**src/rtl/if_fetch_stage.sv**
```systemverilog
// if_fetch_stage: fetch PC + imem capture FIFO with redirect flush; define IF_MISALIGN_CHECK_EN to fault misaligned redirects
module if_fetch_stage #(
  parameter logic [63:0] RESET_PC = 64'h0,
  parameter int DEPTH = 2
) (
  input  logic        clk,
  input  logic        rst,
  input  logic        redirect_en,
  input  logic [63:0] redirect_pc,
  output logic [63:0] pc_addr,
  input  logic [31:0] imem_instruction,
  input  logic        imem_exc_en,
  input  logic [3:0]  imem_exc_code,
  input  logic [63:0] imem_exc_val,
  output logic        out_valid,
  input  logic        out_ready,
  output logic [63:0] out_pc,
  output logic [31:0] out_instr,
  output logic        out_exc_en,
  output logic [3:0]  out_exc_code,
  output logic [63:0] out_exc_val
);
  localparam int AW = $clog2(DEPTH);
`ifdef IF_MISALIGN_CHECK_EN
  typedef enum logic [1:0] {RUN, HALT, MISAL} state_t;
`else
  typedef enum logic [1:0] {RUN, HALT} state_t;
`endif
  typedef struct packed {
    logic [63:0] pc;
    logic [31:0] instr;
    logic        exc_en;
    logic [3:0]  exc_code;
    logic [63:0] exc_val;
  } entry_t;
  state_t        state, state_n;
  logic [63:0]   pc, pc_n;
  logic [AW:0]   count;
  logic [AW-1:0] rd_ptr, wr_ptr;
  entry_t        mem [DEPTH];
  entry_t        head, wr_entry;
  logic          pop, push, push_ok;
  assign head      = mem[rd_ptr];
  assign out_valid = count != '0;
  assign pop       = out_valid & out_ready;
  assign push_ok   = (count < (AW+1)'(DEPTH)) | pop;
  assign pc_addr   = pc;
  assign out_pc       = out_valid ? head.pc : 64'h0;
  assign out_instr    = out_valid ? head.instr : 32'h00000013;
  assign out_exc_en   = out_valid & head.exc_en;
  assign out_exc_code = out_valid ? head.exc_code : 4'h0;
  assign out_exc_val  = out_valid ? head.exc_val : 64'h0;
  // next PC/state and push decision; redirect wins and never pushes
  always_comb begin
    state_n  = state;
    pc_n     = pc;
    push     = 1'b0;
    wr_entry = '{pc, imem_instruction, imem_exc_en, imem_exc_code, imem_exc_val};
    if (redirect_en) begin
`ifdef IF_MISALIGN_CHECK_EN
      pc_n    = redirect_pc;
      state_n = (redirect_pc[1:0] != 2'b00) ? MISAL : RUN;
`else
      pc_n    = redirect_pc & ~64'h3;
      state_n = RUN;
`endif
    end else if (push_ok) begin
      case (state)
        RUN: begin
          push    = 1'b1;
          state_n = imem_exc_en ? HALT : RUN;
          pc_n    = imem_exc_en ? pc : pc + 64'd4;
        end
`ifdef IF_MISALIGN_CHECK_EN
        MISAL: begin
          push     = 1'b1;
          wr_entry = '{pc, 32'h00000013, 1'b1, 4'd0, pc};
          state_n  = HALT;
        end
`endif
        default: ;
      endcase
    end
  end
  // PC, state and FIFO pointers; redirect flushes the FIFO
  always_ff @(posedge clk) begin
    if (rst) begin
      state  <= RUN;
      pc     <= RESET_PC;
      count  <= '0;
      rd_ptr <= '0;
      wr_ptr <= '0;
    end else begin
      state  <= state_n;
      pc     <= pc_n;
      count  <= redirect_en ? '0 : count + (AW+1)'(push) - (AW+1)'(pop);
      rd_ptr <= redirect_en ? '0 : rd_ptr + AW'(pop);
      wr_ptr <= redirect_en ? '0 : wr_ptr + AW'(push);
    end
  end
  // FIFO storage
  always_ff @(posedge clk) begin
    if (push) mem[wr_ptr] <= wr_entry;
  end
endmodule

```
**config.mk**
```make
export PLATFORM = sky130hd
export DESIGN_NAME = if_fetch_stage
export DESIGN_NICKNAME = d
export VERILOG_FILES = /design/src/rtl/if_fetch_stage.sv
export SDC_FILE = /design/constraint.sdc
export NUM_CORES = 1
export LEC_CHECK = 0
export ABC_AREA = 1
export BUFFER_PORTS_ARGS = -buffer_cell sky130_fd_sc_hd__clkbuf_2
export CORE_ASPECT_RATIO = 0.7
export CORE_UTILIZATION = 49
export CTS_CLUSTER_DIAMETER = 40
export DETAILED_ROUTE_END_ITERATION = 10
export HOLD_SLACK_MARGIN = 0.02
export PLACE_DENSITY = 0.78
export SLEW_MARGIN = 40
export SYNTH_ARGS = -nofsm -noshare
export SYNTH_HDL_FRONTEND = slang
export SYNTH_SLANG_ARGS = --single-unit
```
**constraint.sdc**
```tcl
create_clock -name clk -period 9.1 [get_ports clk]
set_input_delay 1.365 -clock clk [delete_from_list [all_inputs] [get_ports clk]]
set_output_delay 1.365 -clock clk [all_outputs]
set_load 0.02 [all_outputs]
```
==> results.ini <==
[outcome]
status=complete, no violations

[detailed_routing]
vias=13800
viasPerCell=5.39
drtAntennaViolNets=0
drc=0
wl_per_cell_um=19.5
wirelength_um=49800
dr.pass1.iters=7
first_iter_violations=1380

[clock_tree]
insertion_delay_ns=0.55
cts_setup_buffers=0
clockBufferDepth=3
numCtsBuffers=43
cts_sinks=393
cts_max_level=2
cts.clk_slew.worst_paths_ns=0.06
cts-hold-fix-buffers=0
cts_tree=yes
root_buffer=clkbuf_16
cts_resized=0

[logic_synthesis]
synth_top_family_by_area=simple AND/OR/NAND/NOR gates
syn_inst=1684
syn_area_per_cell_sq_um=10.0
yosysTopAreaCellShare_pct=57.9
yosysWarnings=0
synth_compound_area_share_pct=8.65
yosys.area_share.xor_xnor_pct=1.09
ys_ff_latch=393
synth_simple_gate_area_share_pct=20.0
yosys.area.top_type=edfxtp_1
synth_area_leaders=edfxtp_1 (58%), nand2_1 (13%), dfxtp_1 (7.9%)
synthMuxAreaShare_pct=0
mappedNetlistArea_sq_um=16900
yosysUniqueCellTypes=36
yosys.area_share.adder_pct=0.370
ys_seq_area_share_pct=65.8

[timing]
clock-skew-final_ns=0.0197
tns_ns=0
fmax_mhz=240
final_max_slew_viol_count=0
grt_setup_unrepaired=false
setup_viol=0
post-route-period-util_pct=45.8
max_slew_margin_pct=42.7
worst_slew_pin_slew_ns=0.860
hold_viol_final=0
period_needed_ns=4.17

[floorplan]
fp-row-count=56
initial_core_util_pct=50.2
ios=399
dieHeight_um=157
die_w_um=224
die-area_sq_um=35300
fp.coreArea_sq_um=33700

[global_routing]
grt-ovfl-total=0
grt_pass1_wl_um=73500
grt_max_degree=113
grt_use_total_pct=27.3
antenna_found_initial=5
grt_pass1_vias=12600

[job]
drv_cap=0

[place]
dp.cells=2474
dp_hpwl_um=33500
place_congestion=0.964
io_buffers=392

[worst_setup_path]
cp-end-kind=primary output
r2r_cells=5
cp_data_required_time_ns=7.74
arrival_ns=2.80
setup.worst_path.class=reg2out
worstPathMaxFanout=112
start_kind=register

[cells_and_area]
nets=2231
final_cells=2560
area_growth_pct=22.7
drive_gt1_share_pct=24.8

[hold_path]
whs_path_depth=2
hold_path_class=reg2reg

[pwr]
power_density_nw_per_um2=206
leakage_nw=8.25
vdd_ir_drop_max_mv=0.143

## synth_stat cells (all sizes together)
master  number
a31oi       32
buf         18
clkbuf      63
nand3       58
conb         1
clkinv       3
xnor2       14
nand4       15
a22oi        3
o21bai       4
xor2         7
nor2       136
inv         84
ha           5
o221ai       2
o211ai       1
nor3         2
dfxtp       67
a21oi      200
o21ai       36
or2          1
nand3b       2
nand2      604
edfxtp     326
## report_power, final
group	internal [mW]	switching, mW
clock network	1.01	0.729
logic	0.125	0.287
registers	2.05	0.0636
total	3.19	1.08
## per-layer routing
| metal | vias to the layer above | track usage, % | wire, um |
|---|---|---|---|
| met1 | 6560 | 38.1 | 21100 |
| li1 | 6465 | - | - |
| met2 | 670 | 42.8 | 22800 |
| met5 | - | 0 | 13 |
| met3 | 96 | 5.79 | 4410 |
| met4 | 2 | 8.77 | 1430 |
## cell families after synthesis
group                    after synthesis
AO/OA/AOI/OAI                        278
XOR/XNOR                              21
adder cells (fa/ha/maj)                5
buffers and inverters                168
flip-flops                           393
other                                  1
AND/OR/NAND/NOR                      818
## cell usage in the layout (no fill, tap or decap), types with 4 or more instances in the layout
cell type and instances:
o21ai_0 30, clkinv_2 6, conb_1 4, dfxtp_1 66, clkbuf_2 392, diode_2 4
o21ai_1 6, buf_4 6, o21bai_1 4, nor2_2 12, nand2_1 594, nand2_4 5
buf_6 5, inv_1 77, inv_2 6, xnor2_1 14, clkbuf_16 44, nor2_1 113
nand2_2 5, inv_8 4, clkbuf_1 9, nor2_4 9, a31oi_1 32, clkinv_1 9
nand3_1 56, edfxtp_1 326, xor2_1 7, nand4_1 15, a21oi_1 199
## final cells by class
cell class | count | area, sq um
multi-input combinational | 1126 | 5130
inverter | 87 | 334
antenna | 4 | 10.0
clock buffer | 56 | 1180
timing repair buffer | 406 | 2120
sequential | 393 | 11100
clock inverter | 24 | 251
tap | 464 | 581
fill | 2691 | 13000
## state kept, by name, indices dropped and copies added (netlist names)
name and cells:
wr_ptr 1, count 2, rd_ptr 1, state 1, mem 326, pc_addr 62
## worst paths after layout
check / from / end / slack (ns)
max reg2reg: count[1] / mem[1][7] / 6.51
max: rd_ptr / out_pc[56] / 4.93
min reg2reg: state[0] / state[0] / 0.47
min: state[0] / state[0] / 0.47
## worst max-delay path: stages, from the launching register on
cell	delay [ns]
dfxtp_4	0.47
inv_8	0.50
buf_4	0.58
nand2_1	0.17
a21oi_1	0.18
clkbuf_2	0.21
## stage by stage
stage	area (sq um)	utilization, %	total power [mW]	hold WS [ns]	setup slack, ns
final	20700	61.5	4.27	0.471	4.93
after global routing	20700	61.5	4.41	0.527	4.81
after detailed placement	19300	57.1	2.56	0.459	4.93
after global placement	19200	57.0	2.55	0.443	4.71
after floorplan	16900	-	2.39	0.436	2.84
after CTS	20700	61.4	4.30	0.468	4.54
Power figures use the tool's default switching activity.
